## config.mk

```make
export PLATFORM = sky130hd
export DESIGN_NAME = led_scan_ctrl
export DESIGN_NICKNAME = d
export VERILOG_FILES = /design/src/rtl/led_scan_ctrl.sv
export SDC_FILE = /design/constraint.sdc
export NUM_CORES = 1
export LEC_CHECK = 0
export CORE_UTILIZATION = 43
export DETAILED_ROUTE_END_ITERATION = 16
export PLACE_DENSITY = 0.84
export SLEW_MARGIN = 5
export SYNTH_ARGS = -nofsm -noshare
export SYNTH_HDL_FRONTEND = slang
export SYNTH_SLANG_ARGS = --single-unit
```

## constraint.sdc

```tcl
create_clock -name clk -period 1.9 [get_ports clk]
set_clock_uncertainty 0.15 [all_clocks]
set_input_delay 0.38 -clock clk [delete_from_list [all_inputs] [get_ports clk]]
set_output_delay 0.38 -clock clk [all_outputs]
set_load 0.005 [all_outputs]
```

## src/rtl/led_scan_ctrl.sv

```systemverilog
// led_scan_ctrl: 8x8 LED matrix scan sequencer with CPU/display RAM arbitration.
// Each scan slot fetches one row byte from the shared single-port RAM, blanks the
// matrix for a short anti-ghosting gap, then lights that row for a fixed dwell.
// The CPU gets the RAM port in every cycle except the display's FETCH cycle.
// Optional feature: define LED_SCAN_BRIGHTNESS_EN to add the bright[2:0] input,
// which shortens the part of each SHOW phase during which the columns are driven.
module led_scan_ctrl #(
    parameter int ROWS  = 8,
    parameter int DWELL = 16,
    parameter int BLANK = 2
) (
    input  logic            clk,
    input  logic            reset,
    input  logic            enable,
    input  logic [7:0]      base_addr,
`ifdef LED_SCAN_BRIGHTNESS_EN
    input  logic [2:0]      bright,
`endif
    input  logic            cpu_req,
    input  logic            cpu_we,
    input  logic [7:0]      cpu_addr,
    input  logic [7:0]      cpu_wdata,
    output logic            cpu_ack,
    output logic [7:0]      cpu_rdata,
    output logic [7:0]      ram_addr,
    output logic            ram_we,
    output logic [7:0]      ram_wdata,
    input  logic [7:0]      ram_rdata,
    output logic [7:0]      led_col,
    output logic [ROWS-1:0] led_row,
    output logic            frame_done
);

    // One counter serves both the BLANK and SHOW phases, so size it for the longer.
    localparam int CNT_MAX = (DWELL > BLANK) ? DWELL : BLANK;
    localparam int CW      = $clog2(CNT_MAX + 1);

    typedef enum logic [2:0] {
        S_IDLE,
        S_FETCH,
        S_CAPTURE,
        S_BLANK,
        S_SHOW
    } state_t;

    state_t          state_reg;
    logic [2:0]      row_idx_reg;
    logic [CW-1:0]   cnt_reg;
    logic [7:0]      frame_base_reg;
    logic [7:0]      row_buf_reg;
    logic [ROWS-1:0] led_row_reg;
    logic [7:0]      led_col_reg;
    logic            frame_done_reg;
    logic            cpu_ack_reg;
    logic [7:0]      addr_hold_reg;
    logic [7:0]      wdata_hold_reg;

    logic [ROWS-1:0] row_onehot;
    logic [7:0]      fetch_addr;
    logic            grant;
    logic            col_lit;
    logic            last_show;
    logic            last_row;

    // Row select decode: one bit per physical row.
    for (genvar gi = 0; gi < ROWS; gi++) begin : g_row
        assign row_onehot[gi] = (row_idx_reg == 3'(gi));
    end

    // Frame buffer rows are contiguous from frame_base; the address wraps at 8 bits.
    assign fetch_addr = frame_base_reg + {5'd0, row_idx_reg};
    assign last_show  = (cnt_reg == CW'(DWELL - 1));
    assign last_row   = (row_idx_reg == 3'(ROWS - 1));

    // The display owns the port only in FETCH; a completing CPU access (ack high)
    // blocks a new grant so every grant gets exactly one ack cycle.
    assign grant = !reset && cpu_req && !cpu_ack_reg && (state_reg != S_FETCH);

`ifdef LED_SCAN_BRIGHTNESS_EN
    logic [2:0]  bright_reg;
    logic [31:0] on_cycles;

    // Columns are driven for the first ((bright+1)*DWELL)/8 cycles of SHOW.
    assign on_cycles = ((32'(bright_reg) + 32'd1) * 32'(DWELL)) >> 3;
    assign col_lit   = (32'(cnt_reg) < on_cycles);
`else
    assign col_lit   = 1'b1;
`endif

    // RAM port mux: display fetch, else CPU grant, else hold the last address/data.
    always_comb begin
        ram_addr  = addr_hold_reg;
        ram_wdata = wdata_hold_reg;
        ram_we    = 1'b0;
        if (state_reg == S_FETCH) begin
            ram_addr = fetch_addr;
        end else if (grant) begin
            ram_addr  = cpu_addr;
            ram_we    = cpu_we;
            ram_wdata = cpu_wdata;
        end
    end

    // Remember what was last on the port so an idle port does not toggle.
    always_ff @(posedge clk) begin
        if (reset) begin
            addr_hold_reg  <= 8'h00;
            wdata_hold_reg <= 8'h00;
        end else begin
            addr_hold_reg  <= ram_addr;
            wdata_hold_reg <= ram_wdata;
        end
    end

    // CPU completion: ack lands in the cycle the RAM read data is valid.
    always_ff @(posedge clk) begin
        if (reset) begin
            cpu_ack_reg <= 1'b0;
        end else begin
            cpu_ack_reg <= grant;
        end
    end

    // Scan FSM with registered LED outputs (they trail the state by one cycle).
    always_ff @(posedge clk) begin
        if (reset) begin
            state_reg      <= S_IDLE;
            row_idx_reg    <= 3'd0;
            cnt_reg        <= '0;
            frame_base_reg <= 8'h00;
            row_buf_reg    <= 8'h00;
            led_row_reg    <= '0;
            led_col_reg    <= 8'hFF;
            frame_done_reg <= 1'b0;
`ifdef LED_SCAN_BRIGHTNESS_EN
            bright_reg     <= 3'd7;
`endif
        end else begin
            led_row_reg    <= '0;
            led_col_reg    <= 8'hFF;
            frame_done_reg <= 1'b0;
            if (!enable) begin
                state_reg <= S_IDLE;
                cnt_reg   <= '0;
            end else begin
                unique case (state_reg)
                    S_IDLE: begin
                        frame_base_reg <= base_addr;
`ifdef LED_SCAN_BRIGHTNESS_EN
                        bright_reg     <= bright;
`endif
                        row_idx_reg    <= 3'd0;
                        cnt_reg        <= '0;
                        state_reg      <= S_FETCH;
                    end
                    S_FETCH: begin
                        state_reg <= S_CAPTURE;
                    end
                    S_CAPTURE: begin
                        row_buf_reg <= ram_rdata;
                        cnt_reg     <= '0;
                        state_reg   <= S_BLANK;
                    end
                    S_BLANK: begin
                        if (cnt_reg == CW'(BLANK - 1)) begin
                            cnt_reg   <= '0;
                            state_reg <= S_SHOW;
                        end else begin
                            cnt_reg <= cnt_reg + CW'(1);
                        end
                    end
                    S_SHOW: begin
                        led_row_reg <= row_onehot;
                        led_col_reg <= col_lit ? ~row_buf_reg : 8'hFF;
                        if (last_show) begin
                            cnt_reg   <= '0;
                            state_reg <= S_FETCH;
                            if (last_row) begin
                                // New base (and brightness) only here, so a frame never tears.
                                row_idx_reg    <= 3'd0;
                                frame_done_reg <= 1'b1;
                                frame_base_reg <= base_addr;
`ifdef LED_SCAN_BRIGHTNESS_EN
                                bright_reg     <= bright;
`endif
                            end else begin
                                row_idx_reg <= row_idx_reg + 3'd1;
                            end
                        end else begin
                            cnt_reg <= cnt_reg + CW'(1);
                        end
                    end
                    default: begin
                        state_reg <= S_IDLE;
                    end
                endcase
            end
        end
    end

    assign cpu_ack    = cpu_ack_reg;
    assign cpu_rdata  = ram_rdata;
    assign led_row    = led_row_reg;
    assign led_col    = led_col_reg;
    assign frame_done = frame_done_reg;

endmodule

```

Word-level counts from Yosys, hierarchy flattened
Cells that the tools add are included.
Widths: inputs -> output; s select.
{"block": "totals", "elab_cells": 71, "output_inout_bits": 43, "reg_bits": 61, "inputBits": 37}
{"block": "classes", "n_mux": 19, "n_addsub": 3, "eq_ne": 17, "bitwise": 4, "reduce_logical": 17}
{"op": "$mux 8", "count": 6}
{"op": "$pmux 8 s2", "count": 1}
{"op": "$eq 3x3->1 const B", "count": 5}
{"op": "$pmux 3 s5", "count": 1}
{"op": "$pmux 5 s3", "count": 1}
{"op": "$eq 3x2->1 const B", "count": 4}
{"op": "$mux 3", "count": 4}
{"op": "$mux 5", "count": 2}
{"op": "$add 8x3->8", "count": 1}
{"op": "$not 8->8", "count": 1}
{"op": "$eq 3x1->1 const B", "count": 2}
{"op": "$logic_not 3->1", "count": 2}
{"op": "$ne 2x2->1 const B", "count": 3}
{"op": "$pmux 3 s2", "count": 1}
{"op": "$add 5x1->5 const B", "count": 1}
{"op": "$eq 5x1->1 const B", "count": 1}
{"op": "$eq 5x4->1 const B", "count": 1}
{"op": "$reduce_and 2->1", "count": 2}
{"op": "$reduce_and 4->1", "count": 1}
{"op": "$reduce_or 2->1", "count": 2}
{"op": "$reduce_or 4->1", "count": 1}
{"op": "$add 3x1->3 const B", "count": 1}
{"op": "$logic_and 1x1->1", "count": 3}
{"op": "$mux 1", "count": 3}
{"op": "7 further kinds", "count": 10}

Logic depth before layout (Yosys ltp)
{"block": "logic_depth", "ltp_word": 6, "mapped_depth": 9, "ltp_nobuf": 8}

Worst setup path before layout
Ideal clock, no wire load.
{"block": "synth_path", "kind": "register to output", "from": "reg row_idx_reg[0]", "to": "out ram_addr[6]", "arrival_ps": 1592, "stages_incl_launch_ff": 8, "path_buffers": 0, "slack_ps": -222, "required_ps": 1370, "path_cell_list": "dfxtp_1 > ha_1 > inv_1 > fa_1 > nor2b_1 > o2111ai_1 > xor2_1 > a21oi_1"}
{"block": "synth_between", "elab_chain_cells": 2}
{"item": "from (decl)", "line": "47", "text": "logic [2:0] row_idx_reg;"}
{"item": "from (signal assigned)", "line": "187", "text": "row_idx_reg <= row_idx_reg + 3'd1;"}
{"item": "$add 8x3->8", "line": "71", "text": "assign fetch_addr = frame_base_reg + {5'd0, row_idx_reg};"}
{"item": "$mux 8", "line": "95", "text": "if (state_reg == S_FETCH) begin"}
{"item": "to (decl)", "line": "25", "text": "output logic [7:0] ram_addr,"}
No other way between the ends.

Final worst setup path
Same ends and word-level chain as after synthesis.

==> out/summary.json <==
{
  "run_status": {
    "status": "complete, but fails checks",
    "failed_checks": "negative setup slack"
  },
  "synth": {
    "synth.top_cells.by_count": "sky130_fd_sc_hd__dfxtp_1, sky130_fd_sc_hd__nor2_1, sky130_fd_sc_hd__mux2i_1, sky130_fd_sc_hd__nand2_1, sky130_fd_sc_hd__nor2b_1",
    "postSynthRegisterBits": 61,
    "synth_top_cell_area_share_pct": 43.71,
    "synthesis.nets": 327,
    "synthesis.area_per_instance_um2": 10.12,
    "synthDistinctLibCells": 44,
    "syn-cell-area_um2": 2794,
    "synth-warning-count": 0,
    "synthArstFlopShare_pct": 0,
    "post_synth_inst_count": 276,
    "synth_top_area_cell": "sky130_fd_sc_hd__dfxtp_1",
    "synth-seq-area-share_pct": 43.71,
    "yosys-top-cells-area": "sky130_fd_sc_hd__dfxtp_1, sky130_fd_sc_hd__mux2i_1, sky130_fd_sc_hd__ha_1, sky130_fd_sc_hd__mux2_4, sky130_fd_sc_hd__nor2b_1",
    "edff_count_synth": 0,
    "synth_top_flop_cell": "sky130_fd_sc_hd__dfxtp_1",
    "yosys.cell_count.top_type": "sky130_fd_sc_hd__dfxtp_1"
  },
  "cells_and_area": {
    "area_used_by_multi_input_combinational_logic_um2": 1733,
    "post_route_cells_drive_above_1_share_pct": 42.24,
    "register_area_um2": 1237,
    "layout_fillers": 405,
    "final_net_count": 465,
    "final_util_pct": 73.44,
    "area_growth_syn_to_layout_pct": 65.97,
    "insertedDiodeCount": 0
  },
  "route": {
    "vias": 2633,
    "wl_per_cell_um": 18.89,
    "drt.antenna.violating_nets": 0,
    "route.detailed.vias_per_inst": 5.308,
    "drtIter0Drc": 179,
    "drt_first_pass_iters": 4,
    "drc": 0,
    "postRouteWirelength_um": 9369
  },
  "grt": {
    "global_route.usage.met2_pct": 39.83,
    "antenna_found_initial": 0,
    "grt_max_degree": 37,
    "gr-usage-met3_pct": 6.593,
    "grt_pass1_vias": 2408,
    "grt_util_met1_pct": 25.39,
    "grt.overflow.total": 0,
    "busiest_layer": "met2",
    "gr-usage-all-layers_pct": 22.88,
    "grt_first_pass_wirelength_um": 11390
  },
  "placement": {
    "dp.final_hpwl_um": 4502,
    "gp_congestion": 0.8275,
    "buffer_ports.inserted": 79
  },
  "worst_setup_path": {
    "critPathRequiredTime_ns": 1.37,
    "critPathLaunchType": "register",
    "crit_fanout": 2,
    "slowest_delay_ns": 0.37,
    "timing.critical_path.cells": "ha_4 -> inv_2 -> fa_2 -> nor2b_4 -> buf_6 -> o2111ai_4 -> xor2_2 -> a21oi_2 -> buf_2",
    "slowest_stage": "sky130_fd_sc_hd__dfxtp_4",
    "cp.arrival_ns": 2.24,
    "endpoint_kind": "output pin",
    "path_class": "reg2out"
  },
  "clock_tree": {
    "cts_hold_buffers": 0,
    "clkSlewWorstSetupHoldPaths_ns": 0.07,
    "tritoncts_clock_tree": "done",
    "cts-htree-levels": 3,
    "cts_buffer_depth": 2,
    "cts.root.buffer_cell": "sky130_fd_sc_hd__clkbuf_8",
    "numCtsBuffers": 9,
    "latest_clock_arrival_within_the_worst_skew_pair_ns": 0.35,
    "clock_net_sink_count": 61
  },
  "sta": {
    "rsz_0062_raised_after_global_routing": "yes",
    "worst_pin_slew_ns": 0.7580,
    "final_setup_slack_of_the_worst_path_ns": -0.8668,
    "final-max-slew-violation-count": 0,
    "final-hold-violation-count": 0,
    "finalSetupViolations": 21,
    "final_min_period_over_clock_period_pct": 145.6,
    "slew_headroom_pct": 48.75,
    "timing.setup.tns_ns": -7.416,
    "clock.fmax_ghz": 0.3614,
    "period_minus_slack_ns": 2.767
  },
  "flow_run": {
    "cap_violations": 0
  },
  "floorplanning": {
    "placeableCoreArea_um2": 6314,
    "start_util_pct": 44.25,
    "die_w_um": 82.61,
    "num_io_pins": 80,
    "rows": 29,
    "fp.dieArea_um2": 6824,
    "chipHeight_um": 82.61
  },
  "worst_hold_path": {
    "holdCritPathClass": "reg2reg"
  },
  "power_and_ir_drop": {
    "power_per_cell_area_nw_per_um2": 629.6,
    "vdd_ir_drop_max_mv": 0.5256,
    "total_power_mw": 2.920,
    "leakagePower_nw": 1.907
  }
}
==> worst max-delay path, delay by kind of cell (launching register included) <==
family | cells | cell delay [ns]
adder cells (fa/ha/maj) | 2 | 0.50
AO/OA/AOI/OAI | 2 | 0.31
XOR/XNOR | 1 | 0.23
AND/OR/NAND/NOR | 1 | 0.17
flip-flops | 1 | 0.37
buffers and inverters | 3 | 0.32
==> stage by stage <==
| step | hold slack [ns] | area (um2) | std cells | setup slack (ns) |
|---|---|---|---|---|
| detailed placement | 0.2162 | 3895 | 452 | -0.8430 |
| floorplan | 0.2073 | 2818 | 276 | -0.09641 |
| finish | 0.2415 | 4637 | 496 | -0.8668 |
| CTS | 0.2319 | 4389 | 488 | -0.6636 |
| global placement | 0.2118 | 3895 | 452 | -0.8335 |
| global route | 0.2495 | 4637 | 496 | -0.9089 |
==> timing repair <==
| item | CTS | global route |
|---|---|---|
| cloned | 2 | 0 |
| setup buffers | 18 | 12 |
| gates resized for setup | 127 | 47 |
| setup endpoints to repair | 34 | 42 |
| pin swaps | 23 | 24 |
==> cell type report <==
class | count | area share (%)
Clock buffer | 9 | 2.671
Sequential cell | 61 | 26.69
Timing Repair Buffer | 148 | 29.38
Inverter | 11 | 0.8904
Multi-Input combinational cell | 183 | 37.37
Tap cell | 77 | 2.078
Clock inverter | 7 | 0.9174
==> path summary, 6_finish.rpt <==
kind / startpoint / endpoint / slack (ns) / depth (start not counted)
max: row_idx_reg[0] / ram_addr[6] / -0.87 / 9
min: row_buf_reg[1] / led_col[1] / 0.24 / 1
max reg2reg: row_idx_reg[0] / addr_hold_reg[6] / -0.13 / 8
min reg2reg: row_buf_reg[1] / led_col[1] / 0.24 / 1
==> power by group <==
group          internal, mW  switching, mW
clock network         0.462          0.565
registers              1.32         0.0283
logic                 0.321          0.225
total                  2.10          0.818
==> layout by cell type, fill, tap and decap left out, types with 3 or more instances in the layout <==
cell	instances
sky130_fd_sc_hd__buf_4	48
sky130_fd_sc_hd__clkdlybuf4s50_1	53
sky130_fd_sc_hd__ha_1	5
sky130_fd_sc_hd__buf_2	8
sky130_fd_sc_hd__mux2_4	9
sky130_fd_sc_hd__dfxtp_2	10
sky130_fd_sc_hd__inv_2	4
sky130_fd_sc_hd__a21oi_2	3
sky130_fd_sc_hd__inv_1	7
sky130_fd_sc_hd__a211oi_2	4
sky130_fd_sc_hd__nor2b_1	14
sky130_fd_sc_hd__clkinv_2	4
sky130_fd_sc_hd__a211oi_1	4
sky130_fd_sc_hd__nor2_1	23
sky130_fd_sc_hd__xnor2_2	3
sky130_fd_sc_hd__a31oi_1	4
sky130_fd_sc_hd__clkinvlp_4	3
sky130_fd_sc_hd__dlygate4sd2_1	8
sky130_fd_sc_hd__buf_12	3
sky130_fd_sc_hd__and3_1	8
sky130_fd_sc_hd__dfxtp_1	50
sky130_fd_sc_hd__a21oi_1	5
sky130_fd_sc_hd__nand2b_1	3
sky130_fd_sc_hd__buf_6	25
sky130_fd_sc_hd__mux2i_1	20
sky130_fd_sc_hd__nand2_1	19
sky130_fd_sc_hd__clkbuf_8	9
sky130_fd_sc_hd__ha_4	8
sky130_fd_sc_hd__a21oi_4	3
==> kinds of logic (layout without fill, tap and decap cells) <==
logic type	count (synthesis)	in the layout	synth area share [%]
fa+ha+maj	14	14	6.538
mux	31	31	12.63
simple gates	98	98	20.15
flops	61	61	43.71
buf+inv	33	175	6.852
xor+xnor	6	6	1.881
compound gates	33	34	8.240
==> per-layer routing <==
| layer | wire [um] | vias up |
|---|---|---|
| met4 | 327 | 0 |
| met1 | 3573 | 1290 |
| met3 | 503 | 33 |
| met5 | 0 | - |
| met2 | 4964 | 106 |
| li1 | - | 1204 |
Note: power is estimated with default switching activity, not from simulation.
